`src/rtl/burst_ram_arbiter_if.sv`:
```
// Bus bundle between two requesters (instruction fetch = 0, data = 1), the arbiter and the
// burst RAM controller. The slave modport is the arbiter's view; master is the environment's.
interface burst_ram_arbiter_if #(
  parameter int ADDRESS_BITWIDTH = 23,
  parameter int DATA_BITWIDTH    = 64
);
  localparam int MASK_BITWIDTH = DATA_BITWIDTH / 8;

  logic [1:0]                    req_cmd;
  logic [1:0]                    req_cmd_en;
  logic [2*ADDRESS_BITWIDTH-1:0] req_addr;
  logic [2*DATA_BITWIDTH-1:0]    req_wr_data;
  logic [2*MASK_BITWIDTH-1:0]    req_data_mask;
  logic [1:0]                    req_busy;
  logic [DATA_BITWIDTH-1:0]      req_rd_data;
  logic [1:0]                    req_rd_data_valid;

  logic                          br_cmd;
  logic                          br_cmd_en;
  logic [ADDRESS_BITWIDTH-1:0]   br_addr;
  logic [DATA_BITWIDTH-1:0]      br_wr_data;
  logic [MASK_BITWIDTH-1:0]      br_data_mask;
  logic [DATA_BITWIDTH-1:0]      br_rd_data;
  logic                          br_rd_data_valid;
  logic                          br_busy;
  logic                          br_init_calib;

  modport slave (
    input  req_cmd, req_cmd_en, req_addr, req_wr_data, req_data_mask,
    output req_busy, req_rd_data, req_rd_data_valid,
    output br_cmd, br_cmd_en, br_addr, br_wr_data, br_data_mask,
    input  br_rd_data, br_rd_data_valid, br_busy, br_init_calib
  );

  modport master (
    output req_cmd, req_cmd_en, req_addr, req_wr_data, req_data_mask,
    input  req_busy, req_rd_data, req_rd_data_valid,
    input  br_cmd, br_cmd_en, br_addr, br_wr_data, br_data_mask,
    output br_rd_data, br_rd_data_valid, br_busy, br_init_calib
  );
endinterface

```
`src/rtl/burst_ram_arbiter.sv`:
```
// Two-port arbiter in front of a single burst RAM controller, one transaction in flight.
// Define BURST_RAM_ARBITER_FIXED_PRIORITY_EN to make port 0 always win ties instead of round robin.
module burst_ram_arbiter #(
  parameter int ADDRESS_BITWIDTH = 23,
  parameter int DATA_BITWIDTH    = 64
) (
  input logic                clk,
  input logic                rst,
  burst_ram_arbiter_if.slave bus
);
  localparam int MASK_BITWIDTH = DATA_BITWIDTH / 8;

  typedef enum logic [1:0] {IDLE, ISSUE, WAIT} state_t;

  state_t                      state, state_next;
  logic                        winner;
  logic                        accept;
  logic                        grant;
  logic                        seen_busy;
  logic                        cmd_q;
  logic [ADDRESS_BITWIDTH-1:0] addr_q;
  logic [DATA_BITWIDTH-1:0]    wr_data_q;
  logic [MASK_BITWIDTH-1:0]    mask_q;

`ifndef BURST_RAM_ARBITER_FIXED_PRIORITY_EN
  logic last_grant;

  // Reset to port 1 so that port 0 takes the very first tie.
  always_ff @(posedge clk or posedge rst) begin
    if (rst)         last_grant <= 1'b1;
    else if (accept) last_grant <= winner;
  end
`endif

  always_comb begin
    winner = bus.req_cmd_en[1];
    if (bus.req_cmd_en == 2'b11) begin
`ifdef BURST_RAM_ARBITER_FIXED_PRIORITY_EN
      winner = 1'b0;
`else
      winner = ~last_grant;
`endif
    end
  end

  assign accept = (state == IDLE) && bus.br_init_calib && !bus.br_busy && (|bus.req_cmd_en);

  always_ff @(posedge clk or posedge rst) begin
    if (rst) state <= IDLE;
    else     state <= state_next;
  end

  always_comb begin
    state_next = state;
    unique case (state)
      IDLE:    if (accept) state_next = ISSUE;
      ISSUE:   state_next = WAIT;
      WAIT: begin
        // Reads finish on the data beat; writes once the controller has gone busy and come back.
        if (!cmd_q) begin
          if (bus.br_rd_data_valid) state_next = IDLE;
        end else if (!bus.br_busy && seen_busy) begin
          state_next = IDLE;
        end
      end
      default: state_next = IDLE;
    endcase
  end

  always_ff @(posedge clk or posedge rst) begin
    if (rst) begin
      grant     <= 1'b0;
      cmd_q     <= 1'b0;
      addr_q    <= '0;
      wr_data_q <= '0;
      mask_q    <= '0;
    end else if (accept) begin
      grant     <= winner;
      cmd_q     <= bus.req_cmd[winner];
      addr_q    <= winner ? bus.req_addr[2*ADDRESS_BITWIDTH-1:ADDRESS_BITWIDTH]
                          : bus.req_addr[ADDRESS_BITWIDTH-1:0];
      wr_data_q <= winner ? bus.req_wr_data[2*DATA_BITWIDTH-1:DATA_BITWIDTH]
                          : bus.req_wr_data[DATA_BITWIDTH-1:0];
      mask_q    <= winner ? bus.req_data_mask[2*MASK_BITWIDTH-1:MASK_BITWIDTH]
                          : bus.req_data_mask[MASK_BITWIDTH-1:0];
    end
  end

  always_ff @(posedge clk or posedge rst) begin
    if (rst)                                seen_busy <= 1'b0;
    else if (state == ISSUE)                seen_busy <= 1'b0;
    else if (state == WAIT && bus.br_busy)  seen_busy <= 1'b1;
  end

  assign bus.br_cmd_en    = (state == ISSUE);
  assign bus.br_cmd       = cmd_q;
  assign bus.br_addr      = addr_q;
  assign bus.br_wr_data   = wr_data_q;
  assign bus.br_data_mask = mask_q;
  assign bus.req_rd_data  = bus.br_rd_data;

  always_comb begin
    bus.req_rd_data_valid = 2'b00;
    if (state == WAIT && !cmd_q && bus.br_rd_data_valid)
      bus.req_rd_data_valid[grant] = 1'b1;
  end

  // A requesting port that is not being accepted this cycle counts as blocked.
  always_comb begin
    bus.req_busy = 2'b11;
    if (bus.br_init_calib && state == IDLE) begin
      bus.req_busy = bus.req_cmd_en;
      if (accept) bus.req_busy[winner] = 1'b0;
    end
  end
endmodule
```
`src/flat_wrapper.sv`:
```
// flat-port wrapper written by rule: the top's interface ports become plain ports
module burst_ram_arbiter_flat 
#(
  parameter int ADDRESS_BITWIDTH = 23,
  parameter int DATA_BITWIDTH    = 64
)
  (clk, rst, bus_req_cmd, bus_req_cmd_en, bus_req_addr, bus_req_wr_data, bus_req_data_mask, bus_req_busy, bus_req_rd_data, bus_req_rd_data_valid, bus_br_cmd, bus_br_cmd_en, bus_br_addr, bus_br_wr_data, bus_br_data_mask, bus_br_rd_data, bus_br_rd_data_valid, bus_br_busy, bus_br_init_calib);
  burst_ram_arbiter_if #(.ADDRESS_BITWIDTH(ADDRESS_BITWIDTH), .DATA_BITWIDTH(DATA_BITWIDTH)) bus_i ();
  input logic clk;
  input logic rst;
  input wire logic [$bits(bus_i.req_cmd)-1:0] bus_req_cmd;
  input wire logic [$bits(bus_i.req_cmd_en)-1:0] bus_req_cmd_en;
  input wire logic [$bits(bus_i.req_addr)-1:0] bus_req_addr;
  input wire logic [$bits(bus_i.req_wr_data)-1:0] bus_req_wr_data;
  input wire logic [$bits(bus_i.req_data_mask)-1:0] bus_req_data_mask;
  output wire logic [$bits(bus_i.req_busy)-1:0] bus_req_busy;
  output wire logic [$bits(bus_i.req_rd_data)-1:0] bus_req_rd_data;
  output wire logic [$bits(bus_i.req_rd_data_valid)-1:0] bus_req_rd_data_valid;
  output wire logic [$bits(bus_i.br_cmd)-1:0] bus_br_cmd;
  output wire logic [$bits(bus_i.br_cmd_en)-1:0] bus_br_cmd_en;
  output wire logic [$bits(bus_i.br_addr)-1:0] bus_br_addr;
  output wire logic [$bits(bus_i.br_wr_data)-1:0] bus_br_wr_data;
  output wire logic [$bits(bus_i.br_data_mask)-1:0] bus_br_data_mask;
  input wire logic [$bits(bus_i.br_rd_data)-1:0] bus_br_rd_data;
  input wire logic [$bits(bus_i.br_rd_data_valid)-1:0] bus_br_rd_data_valid;
  input wire logic [$bits(bus_i.br_busy)-1:0] bus_br_busy;
  input wire logic [$bits(bus_i.br_init_calib)-1:0] bus_br_init_calib;
  assign bus_i.req_cmd = bus_req_cmd;
  assign bus_i.req_cmd_en = bus_req_cmd_en;
  assign bus_i.req_addr = bus_req_addr;
  assign bus_i.req_wr_data = bus_req_wr_data;
  assign bus_i.req_data_mask = bus_req_data_mask;
  assign bus_req_busy = bus_i.req_busy;
  assign bus_req_rd_data = bus_i.req_rd_data;
  assign bus_req_rd_data_valid = bus_i.req_rd_data_valid;
  assign bus_br_cmd = bus_i.br_cmd;
  assign bus_br_cmd_en = bus_i.br_cmd_en;
  assign bus_br_addr = bus_i.br_addr;
  assign bus_br_wr_data = bus_i.br_wr_data;
  assign bus_br_data_mask = bus_i.br_data_mask;
  assign bus_i.br_rd_data = bus_br_rd_data;
  assign bus_i.br_rd_data_valid = bus_br_rd_data_valid;
  assign bus_i.br_busy = bus_br_busy;
  assign bus_i.br_init_calib = bus_br_init_calib;
  burst_ram_arbiter #(.ADDRESS_BITWIDTH(ADDRESS_BITWIDTH), .DATA_BITWIDTH(DATA_BITWIDTH)) u_core (.clk(clk), .rst(rst), .bus(bus_i));
endmodule
```
`config.mk`:
```
export PLATFORM = sky130hd
export DESIGN_NAME = burst_ram_arbiter_flat
export DESIGN_NICKNAME = d
export VERILOG_FILES = /design/src/rtl/burst_ram_arbiter_if.sv /design/src/rtl/burst_ram_arbiter.sv /design/src/flat_wrapper.sv
export SDC_FILE = /design/constraint.sdc
export NUM_CORES = 1
export LEC_CHECK = 0
export ABC_AREA = 0
export CAP_MARGIN = 20
export CORE_AREA = 2 2 168 170
export CTS_CLUSTER_DIAMETER = 50
export DETAILED_ROUTE_END_ITERATION = 8
export DIE_AREA = 0 0 170 172
export GPL_TIMING_DRIVEN = 0
export SLEW_MARGIN = 5
export SYNTH_ARGS = -nofsm -noshare
export SYNTH_HDL_FRONTEND = slang
export SYNTH_SLANG_ARGS = --single-unit
```
`constraint.sdc`:
```
create_clock -name clk -period 5.5 [get_ports clk]
set_input_delay 1.1 -clock clk [delete_from_list [all_inputs] [get_ports clk]]
set_output_delay 1.1 -clock clk [all_outputs]
set_load 0.02 [all_outputs]
```
==> flow_summary.toml, run 1 <==
[worst_setup_path]
worst-path-stages = 8
crit_type = "primary input to primary output"
crit_chain = "clkdlybuf4s50_1 -> a21boi_1 -> buf_6 -> buf_6 -> buf_6 -> o21ai_0 -> nand2_1 -> clkdlybuf4s50_1"
worst-path-buf-inv = 5
arrival_ns = 3.17
path_max_fanout = 10
path_common_cell = "buf_6"
critPathTopFamily = "buffers and inverters"
worst_path_max_delay_cell = "clkdlybuf4s50_1"
start_kind = "primary input"
r2r_cells = 6
cpPeakStageDelay_ns = 0.62
end_kind = "primary output"
required_ns = 4.40

[die]
core.rowCount = 61
core_um2 = 27500
fp.dieArea_um2 = 29200
die-height_um = 172
pin_count = 428
die_x_um = 170
initial_core_util_pct = 20.1

[global_routing]
grt_pass1_wl_mm = 25.6
grt_max_degree = 52
grt_util_all_layers_pct = 11.5
grt_antenna_before_repair = 0
grt_pass1_vias = 4498
grt-ovfl-total = 0

[pwr]
p_int_mw = 2.72
p_sw_mw = 1.46
vdd_drop_max_v = 0.000237
swShare_pct = 35.0
pwr-share-seq_pct = 31.4
power_leakage_nw = 3.99
p_per_area_nw_per_um2 = 422
clock_power_share_pct = 15.7
pwr-share-comb_pct = 52.9

[cts]
clock_path_buffers = 2
cts_resized = 0
cts_max_level = 3
clk_pin_slew_ns = 0.07
cts_tree = "done"
clock_latency_ns = 0.35
postCtsSetupBuffers = 0
cts.sinks = 101
ctsHoldBuffers = 0
root_buffer = "clkbuf_16"
cts_buffers = 9

[sta]
maxSlewHeadroom_pct = 65.6
rsz0062_at_grt = "no"
layout_min_cycle_time_ns = 4.27
setup_viol = 0
max_freq_ghz = 0.234
slew_viol_final = 0
fin_crit_sh_pct = 77.7
finClkSkew_ns = 0.0122
worst_pin_slew_ns = 0.516
timing_hold_violations_final = 0

[cells_and_area]
drive_above_1_share_pct = 38.2
fin_util_pct = 36.1
area_delta_synth_final_pct = 79.7
layout.nets = 1040
stdcell_area_um2 = 9910

[worst_hold_path]
hold_path_depth = 1
hp-class = "flip-flop to flip-flop"

[synthesis]
syn_area_um2 = 5510
netlist_top_cells_count = "187 x mux2_2, 100 x dfrtp_1, 73 x buf_4"
synthFlopType = "dfrtp_1"
yosys_warnings = 0
synth_top_area_share_pct = 45.4
avgSynthCellArea_um2 = 13.7
synthCells = 402
ys_ff_latch = 101
synth-edff-count = 0
synth_nets = 665
ys_seq_area_share_pct = 45.9
yosysMostFrequentCell = "mux2_2"
yosys.area.top_type = "dfrtp_1"
synth.top_cells.by_area = "dfrtp_1 45%, mux2_2 38%, buf_4 9.9%, mux2_4 1.9%, buf_6 1.0%"
synthDistinctLibCells = 19
async_reset_ff_share_pct = 100

[detailed_routing]
viasPerCell = 3.96
drc = 0
via_count = 4474
wl_per_cell_um = 15.8
drt_iter0_drc = 113
final_antenna_net_count = 0
drtPass1Iterations = 2
postRouteWirelength_mm = 17.8

[placement]
globalplace.congestion = 0.676
placed_area_um2 = 9610
port_buffers = 363
place_hpwl_mm = 14.3

[outcome]
run_status = "completed"

[run]
max_cap_viol_count = 0
## area by class of cell
type / instances / area [µm²]
antenna: 1 / 2.50
buffer: 86 / 644
clock buffer: 11 / 233
clock inverter: 5 / 60.1
fill: 2717 / 17600
inverter: 3 / 16.3
multi-input combinational: 212 / 2330
sequential: 101 / 2530
tap: 346 / 433
timing repair buffer: 364 / 3660
## state kept, by name, summed over array words and instances (netlist names)
register                 flops
u_core.bus.br_data_mask      8
u_core.bus.br_wr_data       64
u_core.last_grant            1
u_core.state                 2
u_core.bus.br_addr          23
u_core.bus.br_cmd            1
u_core.seen_busy             1
u_core.grant                 1
## worst paths after layout
path / start / endpoint / slack, ns
max: bus_req_cmd_en[1] / bus_req_busy[0] / 1.23
min: u_core.bus.br_wr_data[55] / u_core.bus.br_wr_data[55] / 0.50
max reg2reg: u_core.state[1] / u_core.bus.br_addr[6] / 3.61
min reg2reg: u_core.bus.br_wr_data[55] / u_core.bus.br_wr_data[55] / 0.50
max in group asynchronous: rst / u_core.bus.br_wr_data[25] / 3.71
min in group asynchronous: rst / u_core.bus.br_data_mask[2] / 1.15
## kinds of logic after synthesis
family	share of synthesized area (%)
compound gates	0.749
mux	40.1
simple gates	1.41
flops	45.9
buf+inv	11.9
## metal layers
metal | share of wire, % | global-route usage [%] | wire length (µm)
met1 | 37 | 12.6 | 6570
met4 | 1.1 | 2.86 | 197
met5 | 0 | 0 | 0
met3 | 10 | 4.58 | 1820
met2 | 52 | 20.8 | 9260
## stage by stage
| stage | setup TNS [ns] | std cells | power, mW | hold WS [ns] | setup WS, ns |
|---|---|---|---|---|---|
| global placement | -19.24 | 1111 | 3.56 | 0.488 | -0.205 |
| finish | 0 | 1129 | 4.18 | 0.505 | 1.23 |
| CTS | 0 | 1128 | 4.27 | 0.510 | 1.18 |
| global route | 0 | 1128 | 4.43 | 0.518 | 1.07 |
| floorplan | 0 | 402 | 2.44 | 0.475 | 1.75 |
| detailed placement | 0 | 1112 | 3.58 | 0.494 | 1.18 |
## power groups by stage
stage	clock network, mW	registers (mW)	logic, mW
floorplan	0	1.77	0.670
global placement	0	1.32	2.24
detailed placement	0	1.33	2.25
CTS	0.696	1.32	2.26
global route	0.723	1.37	2.33
finish	0.657	1.31	2.21
## cell usage in the layout (no fill, tap or decap), drive strengths merged, types with 3 or more instances in the layout
master	instances
buf	87
clkbuf	11
inv	4
mux2	194
nand2	3
dfrtp	100
o21ai	3
clkdlybuf4s50	363
No activity file was read; power rests on OpenSTA's default activity.
==> run 2, diff against run 1 <==
==> constraint.sdc (replaced) <==
create_clock -name clk -period 3.44 [get_ports clk]
set_input_delay 0.688 -clock clk [delete_from_list [all_inputs] [get_ports clk]]
set_output_delay 0.688 -clock clk [all_outputs]
set_load 0.02 [all_outputs]
==> run 2 against run 1 <==
Worst hold slack stayed put. Worst setup slack worse by 0.96 ns. Clock skew stayed put. First-iteration DRC count stayed put. Global-route usage stayed put. Critical endpoint unchanged.
==> flow_summary.toml, run 2 (synthesized netlist as in run 1, its figures left out) <==
[outcome]
run_status = "completed"

[global_routing]
grt_pass1_wl_mm = 25.6
grt-ovfl-total = 0
grt_antenna_before_repair = 0
grt_max_degree = 52
grt_pass1_vias = 4498
grt_util_all_layers_pct = 11.5

[sta]
setup_slack_ns = 0.266
fin_crit_sh_pct = 92.3
worst_pin_slew_ns = 0.516
rsz0062_at_grt = "no"
slew_viol_final = 0
fin_setup_tns_ns = 0
max_freq_ghz = 0.315
layout_min_cycle_time_ns = 3.17
timing_hold_violations_final = 0
setup_viol = 0
maxSlewHeadroom_pct = 65.6
finClkSkew_ns = 0.0122

[die]
core.rowCount = 61
initial_core_util_pct = 20.1
die-height_um = 172
pin_count = 428
fp.dieArea_um2 = 29200
die_x_um = 170
core_um2 = 27500

[pwr]
power_leakage_nw = 3.99
swShare_pct = 35.0
total_power_mw = 6.68
p_sw_mw = 2.34
vdd_drop_max_v = 0.000379
pwr-share-seq_pct = 31.4
clock_power_share_pct = 15.7
p_int_mw = 4.34
pwr-share-comb_pct = 52.9
p_per_area_nw_per_um2 = 675

[detailed_routing]
wl_met1_mm = 6.57
drtPass1Iterations = 2
viasPerCell = 3.96
postRouteWirelength_mm = 17.8
via_count = 4474
drc = 0
wl_met2_mm = 9.26
wl_met3_mm = 1.82
drt_iter0_drc = 113
final_antenna_net_count = 0
wl_per_cell_um = 15.8
dr.max_layer_used = "met4"

[cells_and_area]
stdcell_area_um2 = 9910
layout.nets = 1040
n_fill_cell = 2718
mostFrequentLayoutCell = "clkdlybuf4s50_1"
drive_above_1_share_pct = 38.2
largest_register_ffs = 64
fin_util_pct = 36.1
area_delta_synth_final_pct = 79.7
final_cell_mix = "362 x clkdlybuf4s50_1, 187 x mux2_2, 100 x dfrtp_1"

[worst_setup_path]
arrival_ns = 2.49
reg2reg_from = "u_core.state[1]"
cp-startpoint = "bus_req_cmd_en[1]"
path_max_fanout = 10
end_kind = "primary output"
required_ns = 2.75
crit_type = "primary input to primary output"
start_kind = "primary input"

[run]
max_cap_viol_count = 0

[worst_hold_path]
hp-class = "flip-flop to flip-flop"
worstHoldStart = "u_core.bus.br_wr_data[55]"

[placement]
post-place-ws_ns = -0.0522
globalplace.congestion = 0.676
placed_area_um2 = 9610
place_hpwl_mm = 14.3
port_buffers = 363

[cts]
root_buffer = "clkbuf_16"
clock_path_buffers = 2
clk_pin_slew_ns = 0.07
postCtsSetupBuffers = 0
cts_buffers = 9
cts_tree = "done"
clock_latency_ns = 0.35
cts.sinks = 101
cts_max_level = 3
==> run 2: changes by cell type in the layout (fill, tap and decap cells not counted) <==
cell             before  now
clkdlybuf4s50_1     363  362
dlygate4sd2_1         0    1
==> run 2: power by group through the flow <==
stage	Combinational (mW)	Sequential (mW)	Clock, mW
after floorplan	1.07	2.83	0
after CTS	3.61	2.11	1.11
after global placement	3.58	2.10	0
after detailed placement	3.60	2.13	0
final	3.53	2.10	1.05
after global routing	3.73	2.20	1.16
==> run 2: cell type report <==
class	count	area, µm²	area share, %
clock inverter	5	60.1	0.606
inverter	3	16.3	0.164
multi-input combinational	212	2330	23.5
clock buffer	11	233	2.35
tap	346	433	4.37
timing repair buffer	364	3660	36.9
antenna	1	2.50	0.0253
buffer	86	644	6.50
sequential	101	2530	25.5
==> run 2: final timing paths <==
kind | endpoint | depth (start not counted) | slack (ns)
worst max-delay path | bus_req_busy[0] | 8 | 0.27
worst min register to register | u_core.bus.br_wr_data[55] | 1 | 0.50
max in group asynchronous | u_core.bus.br_wr_data[25] | 3 | 2.06
worst min-delay path | u_core.bus.br_wr_data[55] | 1 | 0.50
worst max register to register | u_core.bus.br_addr[6] | 6 | 1.55
min in group asynchronous | u_core.bus.br_data_mask[2] | 2 | 0.74
==> run 2: through the flow <==
stage	std cells	hold WS, ns
floorplan	402	0.475
global route	1128	0.518
global placement	1111	0.488
detailed placement	1112	0.494
CTS	1128	0.510
finish	1129	0.505
==> run 2: metal layers <==
metal	global-route usage [%]	vias to the layer above
li1	-	2106
met1	12.6	2131
met2	20.8	225
met3	4.58	12
met4	2.86	0
met5	0	-
==> run 2: what timing repair did <==
item / 4_1_cts / 5_1_grt
endpoints found under the setup margin: 1 / 0
gates resized for setup: 1 / 0
hold buffers: 0 / 0
==> run 2: worst max-delay path, cell delays in order <==
cell and delay, ns:
clkdlybuf4s50_1 0.51, a21boi_1 0.21, buf_6 0.20, buf_6 0.17, buf_6 0.18, o21ai_0 0.09
nand2_1 0.07, dlygate4sd2_1 0.35
==> run 3, diff against run 2 <==
--- a/config.mk
+++ b/config.mk
@@ -6,7 +6,6 @@
 export NUM_CORES = 1
 export LEC_CHECK = 0
 export ABC_AREA = 0
-export CAP_MARGIN = 20
 export CORE_AREA = 2 2 168 170
 export CTS_CLUSTER_DIAMETER = 50
 export DETAILED_ROUTE_END_ITERATION = 8
==> results of run 3 <==
The final DEF is identical to that of run 2; final timing and power are the same.
